`config.mk`:
```
export PLATFORM = sky130hd
export DESIGN_NAME = inputconditioner_multi
export DESIGN_NICKNAME = d
export VERILOG_FILES = /design/src/rtl/inputconditioner_multi.sv
export SDC_FILE = /design/constraint.sdc
export NUM_CORES = 1
export LEC_CHECK = 0
export ABC_AREA = 1
export ABC_CLOCK_PERIOD_IN_PS = 1610
export BUFFER_PORTS_ARGS = -buffer_cell sky130_fd_sc_hd__buf_2
export CORE_MARGIN = 5
export CORE_UTILIZATION = 33
export DETAILED_ROUTE_END_ITERATION = 10
export GPL_ROUTABILITY_DRIVEN = 0
export GPL_TIMING_DRIVEN = 1
export SLEW_MARGIN = 20
export SYNTH_ARGS = -nofsm -noshare
export SYNTH_HDL_FRONTEND = slang
export SYNTH_SLANG_ARGS = --single-unit
```
`constraint.sdc`:
```
create_clock -name clk -period 1.61 [get_ports clk]
set_clock_uncertainty 0.1 [all_clocks]
set_input_delay 0.2415 -clock clk [delete_from_list [all_inputs] [get_ports clk]]
set_output_delay 0.2415 -clock clk [all_outputs]
set_load 0.03 [all_outputs]
```
`src/rtl/inputconditioner_multi.sv`:
```
// Multi-channel input conditioner.
// Each channel synchronises a raw asynchronous input through a flop chain,
// debounces it against a shared run-time wait time, and produces one-cycle
// rising/falling edge pulses plus a sticky edge flag with a clear input.
//
// Ports:
//   clk          system clock, all state updates on posedge
//   rst_n        asynchronous active-low reset
//   noisysignal  raw asynchronous inputs, bit i = channel i
//   wait_time    debounce threshold W, shared by all channels, quasi-static
//   flag_clear   per-channel clear of edge_flags, level-sampled each clk
//   conditioned  synchronised, debounced level per channel
//   positiveedge one-cycle pulse when conditioned[i] goes 0->1
//   negativeedge one-cycle pulse when conditioned[i] goes 1->0
//   any_edge     high in the cycles where any edge pulse is high
//   edge_flags   sticky per-channel edge indication, held until cleared
module inputconditioner_multi #(
  parameter int unsigned       NUM_CH       = 4,
  parameter int unsigned       SYNC_STAGES  = 2,
  parameter int unsigned       COUNTERWIDTH = 3,
  parameter logic [NUM_CH-1:0] RESET_VAL    = '0
) (
  input  logic                    clk,
  input  logic                    rst_n,
  input  logic [NUM_CH-1:0]       noisysignal,
  input  logic [COUNTERWIDTH-1:0] wait_time,
  input  logic [NUM_CH-1:0]       flag_clear,
  output logic [NUM_CH-1:0]       conditioned,
  output logic [NUM_CH-1:0]       positiveedge,
  output logic [NUM_CH-1:0]       negativeedge,
  output logic                    any_edge,
  output logic [NUM_CH-1:0]       edge_flags
);

  // Stage 0 takes the raw pin; stage SYNC_STAGES-1 is the synchronised sample.
  logic [SYNC_STAGES-1:0][NUM_CH-1:0]  sync_q, sync_d;
  logic [NUM_CH-1:0][COUNTERWIDTH-1:0] cnt_q, cnt_d;
  logic [NUM_CH-1:0]                   cond_q, cond_d;
  logic [NUM_CH-1:0]                   pos_q, pos_d;
  logic [NUM_CH-1:0]                   neg_q, neg_d;
  logic [NUM_CH-1:0]                   flags_q, flags_d;
  logic                                any_q, any_d;
  logic [NUM_CH-1:0]                   sync_s;

  assign sync_s = sync_q[SYNC_STAGES-1];
  assign sync_d = {sync_q[SYNC_STAGES-2:0], noisysignal};

  always_comb begin
    cnt_d  = cnt_q;
    cond_d = cond_q;
    pos_d  = '0;
    neg_d  = '0;
    for (int unsigned i = 0; i < NUM_CH; i++) begin
      if (sync_s[i] == cond_q[i]) begin
        cnt_d[i] = '0;
      end else if (cnt_q[i] >= wait_time) begin
        // Disagreement has persisted for W+1 edges: accept the new level.
        // The >= also covers wait_time being lowered below the running count.
        cnt_d[i]  = '0;
        cond_d[i] = sync_s[i];
        pos_d[i]  = sync_s[i];
        neg_d[i]  = ~sync_s[i];
      end else begin
        // Cannot wrap: we only get here while cnt_q < wait_time.
        cnt_d[i] = cnt_q[i] + COUNTERWIDTH'(1);
      end
    end
    // A new edge wins over a simultaneous clear.
    flags_d = (flags_q & ~flag_clear) | pos_d | neg_d;
    any_d   = |(pos_d | neg_d);
  end

  always_ff @(posedge clk or negedge rst_n) begin
    if (!rst_n) begin
      sync_q  <= {SYNC_STAGES{RESET_VAL}};
      cnt_q   <= '0;
      cond_q  <= RESET_VAL;
      pos_q   <= '0;
      neg_q   <= '0;
      flags_q <= '0;
      any_q   <= 1'b0;
    end else begin
      sync_q  <= sync_d;
      cnt_q   <= cnt_d;
      cond_q  <= cond_d;
      pos_q   <= pos_d;
      neg_q   <= neg_d;
      flags_q <= flags_d;
      any_q   <= any_d;
    end
  end

  assign conditioned  = cond_q;
  assign positiveedge = pos_q;
  assign negativeedge = neg_q;
  assign any_edge     = any_q;
  assign edge_flags   = flags_q;

endmodule

```
==> results of run 1 <==
[Yosys cell counts]
| cell type | number | share of area |
|---|---|---|
| a21oi_1 | 4 | 0.013 |
| dfrtp_1 | 37 | 0.58 |
| ha_1 | 16 | 0.13 |
| inv_1 | 32 | 0.076 |
| nand2_1 | 35 | 0.083 |
| nor2_1 | 16 | 0.038 |
| nor3_1 | 4 | 0.013 |
| o21ai_0 | 8 | 0.025 |
| xnor2_1 | 4 | 0.022 |
| xor2_1 | 4 | 0.022 |
[routing by layer]
layer  vias to the layer above  routed length [um]  share of wire
met1                       485                1170           0.45
li1                        568                   -              -
met4                         0                  54          0.021
met5                         -                   0              0
met3                         8                 163          0.063
met2                        19                1210           0.47
[power by group]
| group | internal, W | total [W] | switching (W) |
|---|---|---|---|
| clock network | 0.000339 | 0.000632 | 0.000293 |
| logic | 0.000418 | 0.00125 | 0.000832 |
| registers | 0.00118 | 0.00135 | 0.000161 |
| total | 0.00194 | 0.00323 | 0.00129 |
[flip-flops by register name, summed over array words and instances, names as in the netlist]
signal and count:
positiveedge 4, edge_flags 4, negativeedge 4, conditioned 4, sync_s 4, any_edge 1
sync_d 4, cnt_q 12
[cell type report]
| cell class | count | area, um2 |
|---|---|---|
| Multi-Input combinational cell | 91 | 542 |
| Tap cell | 54 | 67.6 |
| Inverter | 32 | 120 |
| Clock buffer | 7 | 86.3 |
| Sequential cell | 37 | 926 |
| Timing Repair Buffer | 35 | 203 |
| Fill cell | 473 | 2750 |
[layout by cell type (no fill, tap or decap), drive strengths merged]
master       synthesis  final
dfrtp               37     37
nand2               35     35
inv                 32     32
buf                  0     30
nor2                16     16
ha                  16     16
o21ai                8      8
clkbuf               0      7
dlygate4sd3          0      5
a21oi                4      4
xor2                 4      4
nor3                 4      4
xnor2                4      4
[metrics by stage]
stage                     instance area (um2)  cells  hold WS (ns)  setup slack, ns
final                                    1940    256        0.0248            0.195
after detailed placement                 1810    244         0.213           0.0852
after global placement                   1810    244         0.216            0.103
after CTS                                1940    256        0.0211            0.140
after floorplan                          1590    160        -0.154            0.329
after global routing                     1940    256        0.0137           0.0126
[worst min-delay path by stage]
stage	start	end
floorplan	rst_n	any_edge
global placement	rst_n	negativeedge[1]
detailed placement	rst_n	conditioned[1]
CTS	flag_clear[2]	edge_flags[2]
global route	flag_clear[2]	edge_flags[2]
finish	flag_clear[2]	edge_flags[2]
[critical path: stages (launching register included)]
cell and delay, ns:
dfrtp_1 0.40, ha_1 0.29, a21oi_1 0.15, nand2_1 0.08, nand2_1 0.12, nand2_1 0.06, inv_1 0.06, nand2_1 0.05
[kinds of logic after synthesis]
logic type	Yosys count	synth area share
xor gates and xnor gates	8	0.0441
AOI/OAI and AO/OA	12	0.0378
DFF	37	0.583
buffers and inverters	32	0.0757
and+or+nand+nor	55	0.133
adders and majority gates	16	0.126
==> run_results.csv, run 1 <==
group,metric,value,unit
setup_path,ff2ff_path_depth,7,
floorplanning,die-area,6300,um2
timing,period_share,0.879,
final_layout,syn_to_final_growth,22.5,%
cts,cts_sinks,37,
final_layout,utilization,0.414,
global_routing,gr-total-overflow,0,
setup_path,endpoint,"any_edge",
timing,finalSetupTns,0,ns
floorplanning,start_util,0.338,
final_layout,fin_nets,231,
drt,totalWireLength,2590,um
floorplanning,core,4690,um2
floorplanning,fp.dieW,79.4,um
synthesis,syn-instance-count,160,
floorplanning,num_rows,25,
synthesis,syn_area,1590,um2
setup_path,end_kind,"register",
run,cap_violations,0,
timing,setup_violations,0,
global_routing,track_usage,0.0975,
timing,slew_violations,0,
cts,htree_levels,2,
cts,cts_tree,"built",
pwr,ir_drop,0.000647,V
global_routing,top_usage_layer,"met2",
global_routing,antenna_found_initial,0,
global_routing,grt_pass1_vias,1114,
cts,cts-root-buf,"clkbuf_8",
cts,clk_latency,0.28,ns
timing,period_minus_slack,1.41,ns
cts,clkTransAtPathRegs,0.07,ns
setup_path,cp-start-kind,"register",
global_routing,use_met1,0.121,
cts,cts_setup_buffers,0,
min_path,hold_depth,2,
setup_path,rrSetupSlack,0.20,ns
timing,tightest_slew,0.452,ns
timing,relSlewSlack,0.698,
synthesis,ys_seq_elements,37,
cts,cts.repair.resized,0,
timing,clock.fmax,0.707,GHz
cts,cts_buffers,5,
setup_path,worstSetupPathType,"reg -> reg",
pwr,totalPowerFinal,0.00323,W
placement,port-buffer-count,29,
drt,vias,1080,
synthesis,synth_cell_types,10,
outcome,status,"complete, no violations",
floorplanning,fp.dieH,79.4,um
global_routing,grt_pass1_wl,4800,um
global_routing,grt_max_degree,38,
cts,cts_buffer_depth,2,
drt,drc_errors,0,
final_layout,antenna_cells,0,
setup_path,regToRegStartpoint,"cnt_q[8]",
setup_path,critPathLaunch,"cnt_q[8]",
placement,dp_hpwl,1920,um
synthesis,ys_warn_count,0,
setup_path,r2r_end,"any_edge",
drt,ant_nets,0,
timing,grt_setup_unrepaired,"false",
setup_path,cp.required,1.69,ns
min_path,min_path_type,"in -> reg",
pwr,power_density,1660,nW/um2
timing,hold_viol,0,
final_layout,drive_above_1_share,0.178,
drt,first_pass_iters,2,
floorplanning,ios,30,
setup_path,critPathArrivalTime,1.49,ns
setup_path,worst-path-max-fanout,3,
global_routing,use_met2,0.152,
drt,vias_per_cell,4.22,
global_routing,grtUsageMet3,0.0363,
drt,wl_per_cell,10.1,um
synthesis,synth_nets,189,
cts,cts_hold_buf,5,
pwr,p_leak,1.12,nW
synthesis,synth.avg_cell_area,9.92,um2
synthesis,synth_seq_area_share,0.583,
drt,drtIter0Drc,30,
Power figures use the tool's default switching activity.
==> run 2, diff against run 1 <==
--- a/config.mk
+++ b/config.mk
@@ -6,7 +6,7 @@
 export NUM_CORES = 1
 export LEC_CHECK = 0
 export ABC_AREA = 1
-export ABC_CLOCK_PERIOD_IN_PS = 1610
+export ABC_CLOCK_PERIOD_IN_PS = 1100
 export BUFFER_PORTS_ARGS = -buffer_cell sky130_fd_sc_hd__buf_2
 export CORE_MARGIN = 5
 export CORE_UTILIZATION = 33
==> constraint.sdc (replaced) <==
create_clock -name clk -period 1.1 [get_ports clk]
set_clock_uncertainty 0.1 [all_clocks]
set_input_delay 0.165 -clock clk [delete_from_list [all_inputs] [get_ports clk]]
set_output_delay 0.165 -clock clk [all_outputs]
set_load 0.03 [all_outputs]
==> run 2 against run 1 <==
The flow now finishes with violations (negative setup slack). Clock power up 47%. Sequential share of layout area down 12 points. Wire length up 35%. Power up 100%. Critical path type unchanged. Critical endpoint unchanged. Largest cell class unchanged. Highest routed layer unchanged.
==> run_results.csv, run 2 (synthesized netlist as in run 1, its figures left out) <==
group,metric,value,unit
setup_path,path_cells,"ha_4 > nand2_2 > inv_2 > nand2_2 > nand2_4 > nand2_4 > nand2_1 > inv_1 > nand2_1",
setup_path,slowest_delay,0.42,ns
cts,cts_sinks,37,
drt,vias_per_cell,4.35,
outcome,violations,"negative setup slack",
setup_path,cp.required,1.17,ns
timing,hold-worst-slack,0.247,ns
setup_path,cp-start-kind,"register",
timing,finalSetupTns,-6.65,ns
drt,totalWireLength,3490,um
cts,clkTransAtPathRegs,0.07,ns
final_layout,largest_reg_flops,12,
min_path,worst_hold_path.endpoint,"sync_s[1]",
timing,tightest_slew,0.420,ns
timing,setup_violations,33,
setup_path,crit_slowest_cell,"dfrtp_1",
floorplanning,die-area,6300,um2
run,cap_violations,0,
floorplanning,start_util,0.338,
min_path,min_path_type,"reg -> reg",
setup_path,ff2ff_path_depth,9,
placement,pre_cts_slack,-0.323,ns
timing,clock.fmax,0.713,GHz
final_layout,antenna_cells,0,
pwr,ir_drop,0.000928,V
timing,period_share,1.28,
final_layout,fill_cells,409,
drt,wl_per_cell,11.9,um
global_routing,gr-total-overflow,0,
global_routing,track_usage,0.120,
cts,cts_tree,"built",
final_layout,drive_above_1_share,0.506,
drt,drc_errors,0,
drt,first_pass_iters,4,
final_layout,top_register,"cnt_q",
outcome,status,"complete, but fails checks",
final_layout,fin_nets,268,
timing,slew_violations,0,
cts,htree_levels,2,
cts,cts_buffers,5,
placement,dp_hpwl,2070,um
floorplanning,fp.dieH,79.4,um
floorplanning,core,4690,um2
setup_path,r2r_end,"any_edge",
setup_path,worst-path-max-fanout,3,
drt,drtIter0Drc,36,
final_layout,fin_cells,293,
floorplanning,ios,30,
cts,clk_latency,0.28,ns
cts,cts-root-buf,"clkbuf_8",
global_routing,grt_max_degree,38,
final_layout,final_cell_mix,"dfrtp_1 (37), buf_4 (29), inv_1 (25)",
setup_path,critPathArrivalTime,1.48,ns
timing,period_minus_slack,1.40,ns
global_routing,grt_pass1_wl,5750,um
floorplanning,num_rows,25,
floorplanning,fp.dieW,79.4,um
placement,dp_cells,259,
min_path,hp-start,"sync_d[5]",
placement,port-buffer-count,29,
pwr,power_density,2520,nW/um2
timing,relSlewSlack,0.719,
setup_path,worstSetupPathType,"reg -> reg",
timing,setup_slack,-0.303,ns
min_path,hold_depth,0,
setup_path,end_kind,"register",
global_routing,grt_pass1_vias,1398,
drt,vias,1275,
setup_path,regToRegStartpoint,"cnt_q[8]",
drt,ant_nets,0,
setup_path,rrSetupSlack,-0.30,ns
cts,cts_buffer_depth,2,
pwr,p_leak,1.36,nW
timing,hold_viol,0,
timing,grt_setup_unrepaired,"true",
final_layout,syn_to_final_growth,63.4,%
final_layout,final_common_cell,"dfrtp_1",
global_routing,antenna_found_initial,0,
==> run 2: layout make-up <==
cell class / count / area, um2 / share of cell area
well taps: 54 / 67.6 / 0.0260
clock buffers: 7 / 86.3 / 0.0333
inverters: 32 / 133 / 0.0511
repair buffers: 72 / 612 / 0.236
flip-flops and latches: 37 / 926 / 0.357
multi-input cells: 91 / 771 / 0.297
==> run 2: how the worst max path moves through the flow <==
stage / from / end / slack [ns] / depth (start not counted)
final: cnt_q[8] / any_edge / -0.30 / 9
after global routing: cnt_q[3] / cnt_q[3] / -0.37 / 9
after CTS: cnt_q[3] / any_edge / -0.28 / 10
after detailed placement: cnt_q[8] / any_edge / -0.32 / 9
after global placement: wait_time[2] / any_edge / -0.32 / 11
after floorplan: cnt_q[11] / any_edge / -0.16 / 7
==> run 2: timing repair <==
action                     CTS  global route
hold buffers                 9             0
pin swaps                   10            20
hold endpoints to repair    45             0
gates cloned                 0             0
buffers inserted            14             5
gates resized for setup     51            58
setup endpoints to repair   39            44
==> run 2: worst max-delay path: cells and delay by family, from the launching register on <==
| family | cells | cell delay (ns) |
|---|---|---|
| AND/OR/NAND/NOR | 6 | 0.40 |
| adder cells (fa/ha/maj) | 1 | 0.27 |
| buffers and inverters | 2 | 0.09 |
| flip-flops | 1 | 0.42 |
==> run 2: layer usage <==
| metal | wire length [um] | GRT usage |
|---|---|---|
| met1 | 1440 | 0.132 |
| met2 | 1840 | 0.206 |
| met3 | 143 | 0.0397 |
| met4 | 61 | 0.0584 |
| met5 | 0 | 0 |
==> run 2: power by group <==
part           switching (W)  internal, W  total (W)
Clock               0.000434     0.000496   0.000931
Sequential          0.000236      0.00173    0.00197
Combinational        0.00192      0.00171    0.00363
==> run 2: per-stage QoR <==
step | power (W) | util | instance area, um2
after floorplan | 0.00336 | - | 1590
after global placement | 0.00413 | 0.412 | 1930
after detailed placement | 0.00418 | 0.412 | 1930
after CTS | 0.00594 | 0.510 | 2390
after global routing | 0.00701 | 0.553 | 2590
final | 0.00653 | 0.553 | 2590
